**src/rtl/led7_pkg.sv**
```systemverilog
// Shared definitions for the 7-segment scan driver.
//   SEG_BLANK : segment pattern with every segment off (active-low)
//   SEG_TABLE : hex digit 0..F -> segments gfedcba (bit0 = a), active-low
//   seg_of()  : table lookup helper
package led7_pkg;

    localparam logic [6:0] SEG_BLANK = 7'h7F;

    localparam logic [6:0] SEG_TABLE [16] = '{
        7'h40, 7'h79, 7'h24, 7'h30, 7'h19, 7'h12, 7'h02, 7'h78,
        7'h00, 7'h10, 7'h08, 7'h03, 7'h46, 7'h21, 7'h06, 7'h0E
    };

    function automatic logic [6:0] seg_of(input logic [3:0] nibble);
        return SEG_TABLE[nibble];
    endfunction

endpackage

```
**src/rtl/led7_seg_rom.sv**
```systemverilog
// Combinational hex-nibble to 7-segment decoder.
//   i_nibble  in  4  hex value
//   o_seg     out 7  segments gfedcba, active-low
module led7_seg_rom
    import led7_pkg::*;
(
    input  logic [3:0] i_nibble,
    output logic [6:0] o_seg
);

    assign o_seg = seg_of(i_nibble);

endmodule

```
**src/rtl/led7_scan_driver.sv**
```systemverilog
// Time-multiplexed driver for an N-digit common-anode 7-segment display.
// One digit is driven per refresh slot; new values are double-buffered and
// only take effect at a frame boundary so a frame is never torn.
//   i_clk       in   clock
//   i_rst_n     in   async active-low reset
//   i_en        in   global enable, 0 blanks everything
//   i_load      in   capture i_value/i_dp into the shadow buffer
//   i_value     in   4*N_DIGITS hex nibbles, digit 0 in the low nibble
//   i_dp        in   decimal point per digit, 1 = lit
//   i_digit_en  in   per-digit enable
//   i_blink     in   per-digit blink request
//   i_lzb       in   leading-zero blanking enable
//   o_7seg      out  segments gfedcba, active-low
//   o_dp        out  decimal point, active-low
//   o_anode     out  digit select, polarity set by ANODE_ACT_LOW
//   o_frame     out  one-cycle pulse at each frame start
module led7_scan_driver
    import led7_pkg::*;
#(
    parameter int N_DIGITS      = 4,
    parameter int REFRESH_DIV   = 100000,
    parameter int BLINK_FRAMES  = 64,
    parameter int ANODE_ACT_LOW = 1
)
(
    input  logic                    i_clk,
    input  logic                    i_rst_n,
    input  logic                    i_en,
    input  logic                    i_load,
    input  logic [4*N_DIGITS-1:0]   i_value,
    input  logic [N_DIGITS-1:0]     i_dp,
    input  logic [N_DIGITS-1:0]     i_digit_en,
    input  logic [N_DIGITS-1:0]     i_blink,
    input  logic                    i_lzb,
    output logic [6:0]              o_7seg,
    output logic                    o_dp,
    output logic [N_DIGITS-1:0]     o_anode,
    output logic                    o_frame
);

    localparam int IDX_W = (N_DIGITS > 1) ? $clog2(N_DIGITS) : 1;
    localparam int PRE_W = $clog2(REFRESH_DIV);
    localparam int BLK_W = (BLINK_FRAMES > 1) ? $clog2(BLINK_FRAMES) : 1;

    localparam logic             ANODE_ON = (ANODE_ACT_LOW != 0) ? 1'b0 : 1'b1;
    localparam logic [IDX_W-1:0] IDX_LAST = IDX_W'(N_DIGITS - 1);
    localparam logic [PRE_W-1:0] PRE_LAST = PRE_W'(REFRESH_DIV - 1);
    localparam logic [BLK_W-1:0] BLK_LAST = BLK_W'(BLINK_FRAMES - 1);

    logic [PRE_W-1:0]        prescaler;
    logic [IDX_W-1:0]        idx;
    logic [4*N_DIGITS-1:0]   shadow_val, active_val;
    logic [N_DIGITS-1:0]     shadow_dp, active_dp;
    logic                    pending;
    logic [BLK_W-1:0]        blink_cnt;
    logic                    blink_on;

    logic                    tick, frame_start;
    logic [3:0]              cur_nibble;
    logic                    cur_dp, cur_en, cur_blink, cur_lz, upper_zero;
    logic                    blank;
    logic [6:0]              rom_seg, seg_next;
    logic                    dp_next;
    logic [N_DIGITS-1:0]     anode_next;

    assign tick        = (prescaler == PRE_LAST);
    assign frame_start = tick && (idx == IDX_LAST);

    always_ff @(posedge i_clk or negedge i_rst_n) begin
        if (!i_rst_n) begin
            prescaler <= '0;
            idx       <= '0;
        end else begin
            prescaler <= tick ? '0 : prescaler + PRE_W'(1);
            if (tick) begin
                idx <= (idx == IDX_LAST) ? '0 : idx + IDX_W'(1);
            end
        end
    end

    // A load coinciding with frame start: active takes the old shadow and
    // the new data stays pending for the following frame.
    always_ff @(posedge i_clk or negedge i_rst_n) begin
        if (!i_rst_n) begin
            shadow_val <= '0;
            shadow_dp  <= '0;
            active_val <= '0;
            active_dp  <= '0;
            pending    <= 1'b0;
        end else begin
            if (frame_start && pending) begin
                active_val <= shadow_val;
                active_dp  <= shadow_dp;
            end
            if (i_load) begin
                shadow_val <= i_value;
                shadow_dp  <= i_dp;
                pending    <= 1'b1;
            end else if (frame_start) begin
                pending    <= 1'b0;
            end
        end
    end

    always_ff @(posedge i_clk or negedge i_rst_n) begin
        if (!i_rst_n) begin
            blink_cnt <= '0;
            blink_on  <= 1'b1;
        end else if (frame_start) begin
            if (blink_cnt == BLK_LAST) begin
                blink_cnt <= '0;
                blink_on  <= ~blink_on;
            end else begin
                blink_cnt <= blink_cnt + BLK_W'(1);
            end
        end
    end

    // Walk digits from the top down so upper_zero holds "this digit and all
    // above it are zero" when the scanned digit is reached.
    always_comb begin
        cur_nibble = 4'h0;
        cur_dp     = 1'b0;
        cur_en     = 1'b0;
        cur_blink  = 1'b0;
        cur_lz     = 1'b0;
        upper_zero = 1'b1;
        for (int d = N_DIGITS - 1; d >= 0; d--) begin
            upper_zero = upper_zero && (active_val[4*d +: 4] == 4'h0);
            if (idx == IDX_W'(d)) begin
                cur_nibble = active_val[4*d +: 4];
                cur_dp     = active_dp[d];
                cur_en     = i_digit_en[d];
                cur_blink  = i_blink[d];
                cur_lz     = upper_zero && (d != 0);
            end
        end
    end

    led7_seg_rom u_seg_rom (
        .i_nibble (cur_nibble),
        .o_seg    (rom_seg)
    );

    always_comb begin
        blank    = !i_en || !cur_en || (cur_blink && !blink_on) || (i_lzb && cur_lz);
        seg_next = blank ? SEG_BLANK : rom_seg;
        dp_next  = blank ? 1'b1 : ~cur_dp;
        for (int d = 0; d < N_DIGITS; d++) begin
            anode_next[d] = (!blank && (idx == IDX_W'(d))) ? ANODE_ON : ~ANODE_ON;
        end
    end

    always_ff @(posedge i_clk or negedge i_rst_n) begin
        if (!i_rst_n) begin
            o_7seg  <= SEG_BLANK;
            o_dp    <= 1'b1;
            o_anode <= {N_DIGITS{~ANODE_ON}};
            o_frame <= 1'b0;
        end else begin
            o_7seg  <= seg_next;
            o_dp    <= dp_next;
            o_anode <= anode_next;
            o_frame <= frame_start;
        end
    end

endmodule

```
**config.mk**
```make
export PLATFORM = sky130hd
export DESIGN_NAME = led7_scan_driver
export DESIGN_NICKNAME = d
export VERILOG_FILES = /design/src/rtl/led7_pkg.sv /design/src/rtl/led7_seg_rom.sv /design/src/rtl/led7_scan_driver.sv
export SDC_FILE = /design/constraint.sdc
export NUM_CORES = 1
export LEC_CHECK = 0
export BUFFER_PORTS_ARGS = -buffer_cell sky130_fd_sc_hd__buf_2
export CAP_MARGIN = 20
export CORE_MARGIN = 3
export CORE_UTILIZATION = 52
export CTS_CLUSTER_DIAMETER = 40
export DETAILED_ROUTE_END_ITERATION = 7
export GPL_TIMING_DRIVEN = 0
export PLACE_DENSITY = 0.86
export SLEW_MARGIN = 15
export SYNTH_ARGS = -nofsm -noshare
export SYNTH_HDL_FRONTEND = slang
export SYNTH_SLANG_ARGS = --single-unit
export TNS_END_PERCENT = 20
```
**constraint.sdc**
```tcl
create_clock -name i_clk -period 2.22 [get_ports i_clk]
set_clock_uncertainty 0.05 [all_clocks]
set_input_delay 0.444 -clock i_clk [delete_from_list [all_inputs] [get_ports i_clk]]
set_output_delay 0.444 -clock i_clk [all_outputs]
set_load 0.01 [all_outputs]
```
**Word-level counts from Yosys, hierarchy flattened**

Memory sizes are Yosys's and may differ from the RTL's.
Index checks and enable logic that the tools add are counted.

- Shift operators: 0
- Div/mod/pow operators: 0
- Multiply operators: 0
- Equal/unequal tests: 5
- Add/subtract/negate cells: 3
- Magnitude comparators: 1
- Reductions and logical operators: 23
- Mux-type cells: 33
- Bitwise gates (word level): 3

Operators by type and width:

| kind | number |
|---|---|
| $mux W1 | 23 |
| $mux W7 | 3 |
| $add A17 B1 Y17 const B | 1 |
| $eq A17 B17 Y1 const B | 1 |
| $mux W17 | 1 |
| $mux W4 | 4 |
| $logic_not A4 Y1 | 3 |
| $logic_and A1 B1 Y1 | 10 |
| $add A6 B1 Y6 const B | 1 |
| $eq A6 B6 Y1 const B | 1 |
| $mux W6 | 1 |
| $ge A5 B5 Y1 const B | 1 |
| $not A4 Y5 | 1 |
| $eq A2 B2 Y1 const B | 2 |
| $logic_not A1 Y1 | 4 |
| $logic_or A1 B1 Y1 | 3 |
| $add A2 B1 Y2 const B | 1 |
| $eq A2 B1 Y1 const B | 1 |
| $logic_not A2 Y1 | 1 |
| $mux W2 | 1 |
| $not A1 Y1 | 2 |
| $reduce_and A2 Y1 | 1 |
| $reduce_bool A2 Y1 | 1 |

- Memories kept: 1
- Register bits after elaboration: 80
- ROM bits: 112
- Output and inout bits: 13
- RAM bits: 0
- Logic and storage cells: 82
- Latch bits: 0

Memories:

| memory | depth | bits a word | read ports | clocked after Yosys merged registers in | wr ports | RTL line | text |
|---|---|---|---|---|---|---|---|
| (no name shown) | 16 | 7 | 1 | 0 | 0 | led7_pkg.sv:15 | `return SEG_TABLE[nibble];` |

**Depth between registers and ports, before layout**

- Depth after elaboration: 12
- Depth in mapped cells: 12
- Depth with buffers taken out: 11

**Cells and area by module**

Synthesis repeated with hierarchy kept, for this count alone.

- Cell total of the unflattened synthesis: 326
- Area total of the unflattened synthesis: 3836.2 µm²

By module, submodules not included:

| module | instances | area an instance (µm²) | seq. area each (µm²) | cells an instance |
|---|---|---|---|---|
| led7_scan_driver | 1 | 3588.4 | 2018.2 | 291 |
| led7_seg_rom | 1 | 247.7 | 0.0 | 35 |

**Worst setup path after synthesis**

OpenSTA, ideal clock, no wires.

- Path type: reg-to-reg
- Start: reg idx[0]
- End: reg o_7seg[6]
- Required time: 2077 ps
- Cell stages (with the launch flop): 11
- Path buffers: 1
- Setup time: 93 ps
- Path slack: -237 ps
- Clock period less this slack: 2457 ps
- Arrival time: 2315 ps
- Cells stage by stage: dfrtp_1 ha_1 clkbuf_1 or2_2 a221o_1 o221ai_1 inv_1 ha_1 nor3_1 a211oi_1 nand3b_1

- Longest elaborated chain between the ends: 10
- Elaborated cells between the ends (all ways): 31
- Classes of those cells: eq/ne (3); mux (19); bitwise (1); reduce/logical (7); memory (1)

Ends and longest elaborated chain:

| element | RTL line | text |
|---|---|---|
| from (decl) | led7_scan_driver.sv:51 | `logic [IDX_W-1:0] idx;` |
| from (signal assigned) | led7_scan_driver.sv:76 | `idx <= (idx == IDX_LAST) ? '0 : idx + IDX_W'(1);` |
| $eq A2 B2 Y1 | led7_scan_driver.sv:130 | `if (idx == IDX_W'(d)) begin` |
| $mux W4 or $mux W1 (tied branches) (4 in a row) | led7_scan_driver.sv:130 |  |
| $not A4 Y5 (not written as such) or $logic_not A1 Y1 (tied branches) | led7_pkg.sv:15, led7_scan_driver.sv:146 |  |
| $mem_v2 Z16 W7 or $logic_or A1 B1 Y1 (tied branches) | - |  |
| $mux W7 (not written as such) or $logic_or A1 B1 Y1 (tied branches) (2 in a row) | led7_pkg.sv:15, led7_scan_driver.sv:146 |  |
| $mux W7 * | led7_scan_driver.sv:147 | `seg_next = blank ? SEG_BLANK : rom_seg;` |
| net seg_next[6] | led7_scan_driver.sv:62 | `logic [6:0] rom_seg, seg_next;` |
| to (signal assigned) | led7_scan_driver.sv:161 | `o_7seg <= seg_next;` |
| to (decl) | led7_scan_driver.sv:35 | `output logic [6:0] o_7seg,` |

Mark *: on every way through the listed nets, which the timed path passes. The rest lies on a longest branch. The select of a mux whose other input is x is not followed.
A chain may end at the register's enable or synchronous reset.

**Worst setup path in the final report**

- Start: reg idx[0]
- End: reg o_7seg[3]

Same word-level chain as after synthesis.

==> flow_summary.yaml <==
outcome:
  status: "finished, violations left"
  violations: "negative hold slack, negative setup slack"
routing:
  wl_um: 9810
  vias_per_cell: 6.03
  ant_nets: 0
  remaining_drc_errors: 0
  dr_total_vias: 2911
  avgRoutedWirePerCell_um: 20.3
  dr.pass1.iters: 6
  initialDrtViolationCount: 284
timing:
  final_max_slew_viol_count: 0
  finalHoldViolCount: 2
  worst_pin_slew_ns: 0.835
  period_needed_ns: 2.43
  clock.fmax_mhz: 411
  rsz0062_at_grt: "true"
  setup_violations: 11
  period_share_pct: 110
  fin_setup_tns_ns: -0.968
  hold_slack_ns: -0.00212
  relSlewSlack_pct: 44.3
  final.setup.worst_slack_ns: -0.212
layout:
  layout-drive-gt1-share_pct: 47.8
  layout-area-overhead-vs-synth_pct: 27.6
  nNetsFinal: 427
  n_antenna_cell: 0
  finalInstanceArea_mm2: 0.00476
global_route:
  grt_pass1_vias: 2776
  gr-total-overflow: 0
  track_usage_pct: 21.3
  grt_max_degree: 42
  grt_pass1_wl_um: 13800
  antenna_found_initial: 0
power:
  irDropWorstVdd_mv: 0.399
  p_per_area_mw_per_mm2: 607
  p_leak_uw: 0.00210
floorplan:
  start_util_pct: 54.3
  die-area_mm2: 0.00822
  io_pins: 46
  dieWidth_um: 90.7
  row_count: 30
  die_h_um: 90.7
  core_area_mm2: 0.00687
worst_setup_path:
  critPathKind: "register to register"
  crit_path_end_kind: "register"
  worst_path_max_delay_cell: "dfrtp_1"
  slowest_delay_ns: 0.45
  crit_top_cell: "inv_2"
  worstPathRequired_ns: 2.47
  crit_path_start_kind: "register"
  path_max_fanout: 7
  path_buf_inv: 3
  crit_path_cell_trace: "inv_2 -> ha_4 -> inv_1 -> nand2_1 -> a21oi_4 -> inv_2 -> ha_1 -> a21oi_1 -> a211oi_1 -> o21ai_1"
  crit_arrival_ns: 2.68
  cp_top_family: "compound AO/OA/AOI/OAI gates"
synthesis:
  syn-num-nets: 352
  ys_top_cells_by_area: "dfrtp_1 (45%), mux2_2 (13%), dfstp_2 (9.2%)"
  synth_ff_type: "dfrtp_1"
  ys_seq_area_share_pct: 54.1
  syn-instance-count: 307
  synth_top_area_cell: "dfrtp_1"
  synth_top_area_share_pct: 45.0
  synthArstFlopShare_pct: 100
  synth_area_per_cell_um2: 12.1
  synth_seq_cells: 80
  synth_warnings: 0
  ys_top_cells_by_count: "dfrtp_1 (67), mux2_2 (42), nand2_1 (23), dfstp_2 (13)"
  synth_most_common_cell: "dfrtp_1"
  synth_edf_count: 0
  syn_area_mm2: 0.00373
  synth_cell_type_count: 56
clocking:
  cts-root-buf: "clkbuf_8"
  clk_path_buf_depth: 2
  cts.clk_slew.worst_paths_ns: 0.09
  cts.sink_count: 80
  insertion_delay_ns: 0.36
  cts-htree-levels: 3
  cts_tree: "yes"
  hold_buffers: 0
  numCtsBuffers: 9
placement:
  dp_hpwl_um: 5560
  io_buffers: 45
  placed_cell_area_mm2: 0.00414
  gp_congestion: 0.920
flow_run:
  maxCapViolations: 0
min_path:
  min_path_type: "input port to asynchronous set/reset pin"
-- per-layer routing --
layer	GRT usage, %	part of all wire, %	wire length (um)	vias to the layer above
met5	0	0	0	-
met4	8.55	4.3	417	0
met3	5.58	7.3	720	49
met2	35.4	51	4970	155
met1	26.5	38	3700	1456
li1	-	-	-	1251
-- report_power, final --
part	internal [uW]	switching (uW)	total (uW)
Clock	647	581	1230
Sequential	1500	22.9	1520
Combinational	65.3	70.0	135
Total	2210	674	2890
-- layout make-up --
cell class,instances,area (um2)
timing repair buffer,68,433
tap,96,120
fill,435,2110
clock buffer,9,124
inverter,10,37.5
multi-input combinational,205,1870
buffer,8,57.6
sequential,80,2020
clock inverter,7,103
-- state kept, by name (all words and copies together), names as in the netlist --
name,count
o_anode,4
active_val,16
blink_cnt,6
o_frame,1
blink_on,1
o_7seg,7
prescaler,17
shadow_val,16
idx,2
shadow_dp,4
pending,1
o_dp,1
active_dp,4
-- path summary, 6_finish.rpt --
check	from	slack, ns	cells past startpoint	endpoint
setup / recovery	idx[0]	-0.21	10	o_7seg[3]
hold / removal	i_rst_n	-0.002	1	active_dp[2]
setup reg to reg	idx[0]	-0.21	10	o_7seg[3]
hold reg to reg	shadow_val[13]	0.46	1	shadow_val[13]
max in group asynchronous	i_rst_n	1.50	2	o_7seg[4]
min in group i_clk	i_value[8]	0.26	2	shadow_val[8]
-- kinds of logic (layout without fill, tap and decap cells) --
group / count (synthesis) / count (layout) / synth area share, %
buffers and inverters: 22 / 102 / 2.99
adders and majority gates: 12 / 12 / 4.03
muxes: 43 / 43 / 12.9
AOI/OAI and AO/OA: 44 / 44 / 8.99
xor gates and xnor gates: 17 / 17 / 3.99
and+or+nand+nor: 89 / 89 / 12.9
DFF: 80 / 80 / 54.1
-- placed cells by master, fill, tap and decap left out, drive strengths merged, types with 5 or more instances in the layout --
master and instances:
ha 12, and3 6, dfrtp 67, nand3 11, nand2 23, mux2 42
inv 13, dfstp 13, clkbuf 12, xnor2 8, buf 73, a21oi 6
nor2 12, xor2 9, o21ai 5, nor3 7
-- worst reg2reg max path: cells and delay by family (launching register included) --
kind / cells / cell delay, ns
buf+inv: 3 / 0.48
flops: 1 / 0.45
fa+ha+maj: 2 / 0.57
compound gates: 4 / 0.68
simple gates: 1 / 0.15
-- what timing repair did --
item,CTS,global route
cloned,1,0
pin swaps,11,11
endpoints found under the setup margin,31,42
setup buffers,16,5
resized for setup,23,32
-- through the flow --
| stage | hold slack (ns) | util (%) | cells | worst slack [ns] | power (uW) |
|---|---|---|---|---|---|
| global route | 0.0295 | 69.3 | 483 | -0.333 | 2980 |
| floorplan | 0.0984 | - | 307 | -0.0182 | 1600 |
| global placement | 0.391 | 59.9 | 448 | -0.349 | 1670 |
| CTS | 0.0117 | 66.4 | 478 | -0.00557 | 2890 |
| finish | -0.00212 | 69.3 | 483 | -0.212 | 2890 |
| detailed placement | 0.397 | 60.2 | 449 | -0.415 | 1680 |
No activity file was read; power rests on OpenSTA's default activity.
